File: config.mk
export PLATFORM = sky130hd
export DESIGN_NAME = main_fsm
export DESIGN_NICKNAME = d
export VERILOG_FILES = /design/src/rtl/riscv_ctrl_pkg.sv /design/src/rtl/op_classify.sv /design/src/rtl/main_fsm.sv
export SDC_FILE = /design/constraint.sdc
export NUM_CORES = 1
export LEC_CHECK = 0
export BUFFER_PORTS_ARGS = -buffer_cell sky130_fd_sc_hd__buf_2
export CORE_UTILIZATION = 40
export CTS_CLUSTER_SIZE = 20
export DETAILED_ROUTE_END_ITERATION = 6
export GPL_TIMING_DRIVEN = 0
export PLACE_DENSITY_LB_ADDON = 0.25
export SLEW_MARGIN = 20
export SYNTH_ARGS = -nofsm -noshare
export SYNTH_HDL_FRONTEND = slang
export SYNTH_SLANG_ARGS = --single-unit
File: constraint.sdc
create_clock -name clk -period 1.24 [get_ports clk]
set_input_delay 0.062 -clock clk [delete_from_list [all_inputs] [get_ports clk]]
set_output_delay 0.062 -clock clk [all_outputs]
set_load 0.05 [all_outputs]
File: src/rtl/riscv_ctrl_pkg.sv
// Shared control definitions for the multicycle RISC-V core: FSM states, opcodes and select encodings.
// The TRAP state only exists when MAIN_FSM_TRAP_EN is defined.
package riscv_ctrl_pkg;

    typedef enum logic [3:0] {
        S_FETCH    = 4'd0,
        S_DECODE   = 4'd1,
        S_MEMADR   = 4'd2,
        S_MEMREAD  = 4'd3,
        S_MEMWB    = 4'd4,
        S_MEMWRITE = 4'd5,
        S_EXECR    = 4'd6,
        S_EXECI    = 4'd7,
        S_JAL      = 4'd8,
        S_ALUWB    = 4'd9,
        S_BEQ      = 4'd10
`ifdef MAIN_FSM_TRAP_EN
        , S_TRAP   = 4'd11
`endif
    } stateT;

    typedef enum logic [2:0] {
        CLS_LOAD,
        CLS_STORE,
        CLS_RTYPE,
        CLS_ITYPE,
        CLS_JAL,
        CLS_BEQ,
        CLS_ILLEGAL
    } instrClassT;

    localparam logic [6:0] OP_LW  = 7'b0000011;
    localparam logic [6:0] OP_SW  = 7'b0100011;
    localparam logic [6:0] OP_R   = 7'b0110011;
    localparam logic [6:0] OP_I   = 7'b0010011;
    localparam logic [6:0] OP_JAL = 7'b1101111;
    localparam logic [6:0] OP_BEQ = 7'b1100011;

    // aluOp codes understood by alu_deco
    localparam logic [1:0] ALU_OP_ADD   = 2'b00;
    localparam logic [1:0] ALU_OP_SUB   = 2'b01;
    localparam logic [1:0] ALU_OP_FUNCT = 2'b10;

    localparam logic [1:0] SRCA_PC    = 2'b00;
    localparam logic [1:0] SRCA_OLDPC = 2'b01;
    localparam logic [1:0] SRCA_RS1   = 2'b10;

    localparam logic [1:0] SRCB_RS2  = 2'b00;
    localparam logic [1:0] SRCB_IMM  = 2'b01;
    localparam logic [1:0] SRCB_FOUR = 2'b10;

    localparam logic [1:0] RES_ALUOUT = 2'b00;
    localparam logic [1:0] RES_RDATA  = 2'b01;
    localparam logic [1:0] RES_ALU    = 2'b10;

endpackage

File: src/rtl/op_classify.sv
// Combinational opcode-to-instruction-class decoder shared by the DECODE and MEMADR steps.
module op_classify
    import riscv_ctrl_pkg::*;
(
    input  logic [6:0] op,
    output instrClassT instrClass
);

    always_comb begin
        case (op)
            OP_LW:   instrClass = CLS_LOAD;
            OP_SW:   instrClass = CLS_STORE;
            OP_R:    instrClass = CLS_RTYPE;
            OP_I:    instrClass = CLS_ITYPE;
            OP_JAL:  instrClass = CLS_JAL;
            OP_BEQ:  instrClass = CLS_BEQ;
            default: instrClass = CLS_ILLEGAL;
        endcase
    end

endmodule

File: src/rtl/main_fsm.sv
// Multicycle main control FSM: sequences fetch/decode/execute and drives datapath enables and selects.
// Optional MAIN_FSM_TRAP_EN adds a sticky TRAP state for unsupported opcodes.
module main_fsm
    import riscv_ctrl_pkg::*;
(
    input  logic       clk,
    input  logic       rst_n,
    input  logic [6:0] op,
    input  logic       zero,
    input  logic       memReady,
    output logic [1:0] aluOp,
    output logic [1:0] aluSrcA,
    output logic [1:0] aluSrcB,
    output logic [1:0] resultSrc,
    output logic       adrSrc,
    output logic       irWrite,
    output logic       pcWrite,
    output logic       regWrite,
    output logic       memWrite,
    output logic       memReq,
    output logic       illegal
);

    stateT      state, nextState;
    instrClassT instrClass;
    logic       irWriteRaw, pcWriteRaw, regWriteRaw, memWriteRaw, memReqRaw;

    op_classify uClassify (
        .op         (op),
        .instrClass (instrClass)
    );

    // NOTE: sequential state uses non-blocking assignments so every flop samples pre-edge values.
    always_ff @(posedge clk or negedge rst_n) begin
        if (!rst_n) state <= S_FETCH;
        else        state <= nextState;
    end

    always_comb begin
        // NOTE: every output is defaulted first so no branch of the case can infer a latch.
        nextState   = state;
        aluOp       = ALU_OP_ADD;
        aluSrcA     = SRCA_PC;
        aluSrcB     = SRCB_RS2;
        resultSrc   = RES_ALUOUT;
        adrSrc      = 1'b0;
        irWriteRaw  = 1'b0;
        pcWriteRaw  = 1'b0;
        regWriteRaw = 1'b0;
        memWriteRaw = 1'b0;
        memReqRaw   = 1'b0;
        case (state)
            S_FETCH: begin
                memReqRaw  = 1'b1;
                aluSrcB    = SRCB_FOUR;
                resultSrc  = RES_ALU;
                irWriteRaw = memReady;
                pcWriteRaw = memReady;
                if (memReady) nextState = S_DECODE;
            end
            S_DECODE: begin
                aluSrcA = SRCA_OLDPC;
                aluSrcB = SRCB_IMM;
                case (instrClass)
                    CLS_LOAD, CLS_STORE: nextState = S_MEMADR;
                    CLS_RTYPE:           nextState = S_EXECR;
                    CLS_ITYPE:           nextState = S_EXECI;
                    CLS_JAL:             nextState = S_JAL;
                    CLS_BEQ:             nextState = S_BEQ;
`ifdef MAIN_FSM_TRAP_EN
                    default:             nextState = S_TRAP;
`else
                    default:             nextState = S_FETCH;
`endif
                endcase
            end
            S_MEMADR: begin
                aluSrcA   = SRCA_RS1;
                aluSrcB   = SRCB_IMM;
                nextState = (instrClass == CLS_LOAD) ? S_MEMREAD : S_MEMWRITE;
            end
            S_MEMREAD: begin
                memReqRaw = 1'b1;
                adrSrc    = 1'b1;
                if (memReady) nextState = S_MEMWB;
            end
            S_MEMWB: begin
                resultSrc   = RES_RDATA;
                regWriteRaw = 1'b1;
                nextState   = S_FETCH;
            end
            S_MEMWRITE: begin
                memReqRaw   = 1'b1;
                adrSrc      = 1'b1;
                memWriteRaw = memReady;
                if (memReady) nextState = S_FETCH;
            end
            S_EXECR: begin
                aluSrcA   = SRCA_RS1;
                aluOp     = ALU_OP_FUNCT;
                nextState = S_ALUWB;
            end
            S_EXECI: begin
                aluSrcA   = SRCA_RS1;
                aluSrcB   = SRCB_IMM;
                aluOp     = ALU_OP_FUNCT;
                nextState = S_ALUWB;
            end
            S_JAL: begin
                aluSrcA    = SRCA_OLDPC;
                aluSrcB    = SRCB_FOUR;
                pcWriteRaw = 1'b1;
                nextState  = S_ALUWB;
            end
            S_ALUWB: begin
                regWriteRaw = 1'b1;
                nextState   = S_FETCH;
            end
            S_BEQ: begin
                aluSrcA    = SRCA_RS1;
                aluOp      = ALU_OP_SUB;
                pcWriteRaw = zero;
                nextState  = S_FETCH;
            end
`ifdef MAIN_FSM_TRAP_EN
            S_TRAP: nextState = S_TRAP;
`endif
            default: nextState = S_FETCH;
        endcase
    end

    // NOTE: strobes are gated by rst_n so nothing fires in the same cycle reset is asserted.
    assign irWrite  = irWriteRaw  & rst_n;
    assign pcWrite  = pcWriteRaw  & rst_n;
    assign regWrite = regWriteRaw & rst_n;
    assign memWrite = memWriteRaw & rst_n;
    assign memReq   = memReqRaw   & rst_n;

`ifdef MAIN_FSM_TRAP_EN
    always_ff @(posedge clk or negedge rst_n) begin
        if (!rst_n)                    illegal <= 1'b0;
        else if (nextState == S_TRAP)  illegal <= 1'b1;
    end
`else
    assign illegal = 1'b0;
`endif

endmodule

==> metrics.md <==
| Metric | Value |
|---|---|
| Worst min path class | input pin to flip-flop |
| Async set-reset flop share out of synthesis | 100.0% |
| Slew Viols, Final | 0 |
| Gpl congestion | 0.8567 |
| Critical Path Sink Type | output port |
| WL per Instance | about 21 µm |
| Seq/Total Area, Yosys | 14.73% |
| Final cycle utilization of the critical path | 126.8% |
| Io pins | 26 |
| Worst path slowest cell | dfrtp_1 |
| Finished Core Util | 92.53% |
| Antenna violations before repair | 0 |
| Core area | between 1500 and 2000 µm² |
| Area growth syn-to-layout | 109.9% |
| Remaining DRCs | 0 |
| Post-DP Area | 955.9 µm² |
| Largest net degree at the start of global routing | 11 |
| Syn_nets | 103 |
| GRT met1 Usage | around 40% |
| Grt ovf | 0 |
| Vias in the first global route | 834 |
| Most frequent cell after synthesis | nor2_1 |
| Post-layout minimum cycle time | 1572 ps |
| Total routed wirelength | 3100 µm |
| Buffers on Ports | 24 |
| Post-synth top cells | nor2_1, inv_1, nand2_1, nand2b_1, nor3_1 |
| Post-Synthesis Cells | ~90 |
| Top-area cell type share of the netlist area | 14.73% |
| CTS clk-pin slew, worst paths | 30 ps |
| Ys Warns | 0 |
| Final Hold Viols | 0 |
| NetSw | 1231 µW |
| Layout cells sized above 1 | 70.45% |
| Avg Inst Size Synth | 7.634 µm² |
| N_diodes | 0 |
| CP Cell Sequence | buf_6 -> buf_6 -> nand3b_1 -> o21ai_1 -> and3b_2 -> buf_8 |
| Die ar. | 1867 µm² |
| Arrival @ worst endpoint | 1510 ps |
| Run status | complete, but fails checks |
| Final Skew | between 10 and 15 ps |
| Bufs on Longest Clock Path | 2 |
| Vias/cell | around 6.3 |
| Initial Util | approximately 44% |
| Max_cap viols | 0 |
| Via Count | 939 |
| Die height | 43.21 µm |
| Drt initial violations | 31 |
| GR Layer Usage met3 | 5.106% |
| Biggest register | state |
| CTS root buffer | clkbuf_4 |
| Setup violators final | 17 |
| Peak supply drop | 0.001744 V |
| Top_reg_cell synth | dfrtp_1 |
| CTS buffer count | 3 |
| Cell taking the most area after synthesis | dfrtp_1 |
| H-Tree Depth | 1 |
| Die width | 43.21 µm |
| Power per standard cell area | 1627 nW/µm² |
| RSZ-0062 raised after global routing | true |
| Hpwl dp | 1367 µm |
| Clk_lat worst skew | 260 ps |
| Post-synth EDFFs | 0 |
| Leakage power total | 0.0006029 µW |
| Global-route wire length before repair | about 4100 µm |
| Nets@finish | 148 |
| CP max stage delay | between 300 and 400 ps |
| Antenna Violating Nets Remaining | 0 |
| Worst EP required | around 1200 ps |
| Int Pwr | 1090 µW |
| Gr busiest metal | met2 |
| Clk sinks | 4 |
| Max FFs per register | 4 |
| FF+latch count, synth | 4 |
| M2 GR Usage | roughly 51% |
| Register share of total power | 8.3% |
| Cell repeated most along the worst path | buf_6 |
| Critical-path maximum fanout | 7 |
| Top Registers | state x4 |
| First-pass iteration count of the detailed router | 4 |
| Worst setup SP type | flip-flop |
| Critical path class | flip-flop to output port |
| Clock power frac | 7.9% |
| Total GRT Usage | between 20% and 30% |
| Peak Freq | 0.6362 GHz |
| CTS tree | yes |
| Finished Cell Area | 1426 µm² |
| PnR worst setup slack | -331.8 ps |
| FP Rows | 14 |
| Synth area leaders | dfrtp_1, ha_1, xnor2_1, nand2b_1, nor3_1 |
| Combinational share of power | 83.9% |
| Sw frac | a little over half |
| Mapped Area | between 600 and 700 µm² |
| Cell variety after synth | 44 |
| Failing checks | setup timing |
timing repair:
item | in CTS | in global routing
setup buffers | 9 | 7
hold buffers | 1 | 0
resized for setup | 56 | 25
pin swaps | 8 | 12
endpoints found under the hold margin | 4 | 0
setup endpoints to repair | 17 | 18
layout by cell type, fill, tap and decap left out, drive strengths merged, types with 2 or more instances in the layout:
cell	n
buf	46
nor3	6
nor2	6
nand2b	5
nand2	5
inv	5
a21oi	4
clkbuf	4
xnor2	4
o21ai	4
dfrtp	4
and3	3
ha	3
or2	2
nor3b	2
nand3b	2
nor4	2
a221oi	2
nand3	2
o21a	2
critical path, delay by kind of cell, from the launching register on:
kind | cells | cell delay (ps)
compound gates | 1 | 90
buf+inv | 3 | 420
simple gates | 2 | 370
flops | 1 | 370
power by group through the flow:
stage	registers [µW]	clock network [µW]	logic (µW)
after floorplan	173	0	1020
after global placement	176	0	1210
after detailed placement	177	0	1230
after CTS	185	169	1650
after global routing	191	199	2020
final	192	182	1950
path summary, 6_finish.rpt:
kind	startpoint	to	slack (ps)	cells after the start
max in group asynchronous	rst_n	state[3]	700	2
min	memReady	state[2]	240	4
max	state[2]	regWrite	-330	6
max reg2reg	state[2]	state[1]	-230	5
min reg2reg	state[3]	state[3]	810	3
min in group asynchronous	rst_n	state[0]	300	2
stage by stage:
step                      power (µW)  setup WS (ps)  setup TNS, ps  hold slack, ps  cells
after floorplan                 1194         -437.9          -1345          -233.6     89
after global placement          1389         -280.1          -1802          -97.06    129
after detailed placement        1404         -289.8          -2014          -93.73    129
after CTS                       2002         -284.2          -3154           240.7    142
after global routing            2411         -392.7          -4423           254.9    148
final                           2321         -331.8          -3708           237.6    148
cell type report:
type / count / area [µm²]
clock buffer: 3 / 22.52
inverter: 5 / 18.77
tap: 16 / 20.02
sequential: 4 / 102.6
multi-input combinational: 72 / 783.3
timing repair buffer: 40 / 371.6
fill: 51 / 115.1
buffer: 8 / 107.6
cell families after synthesis:
family	share of synthesized area, %
AOI/OAI and AO/OA	22.10
xor gates and xnor gates	5.156
adders and majority gates	5.525
buffers and inverters	9.576
DFF	14.73
muxes	1.473
other	0.5520
and+or+nand+nor	40.88
metal layers:
metal | vias to the layer above | part of all wire (%)
met1 | 435 | 38
met3 | 23 | 8.7
met2 | 73 | 48
met5 | - | 0
met4 | 0 | 5.0
li1 | 408 | -
Power figures use the tool's default switching activity.
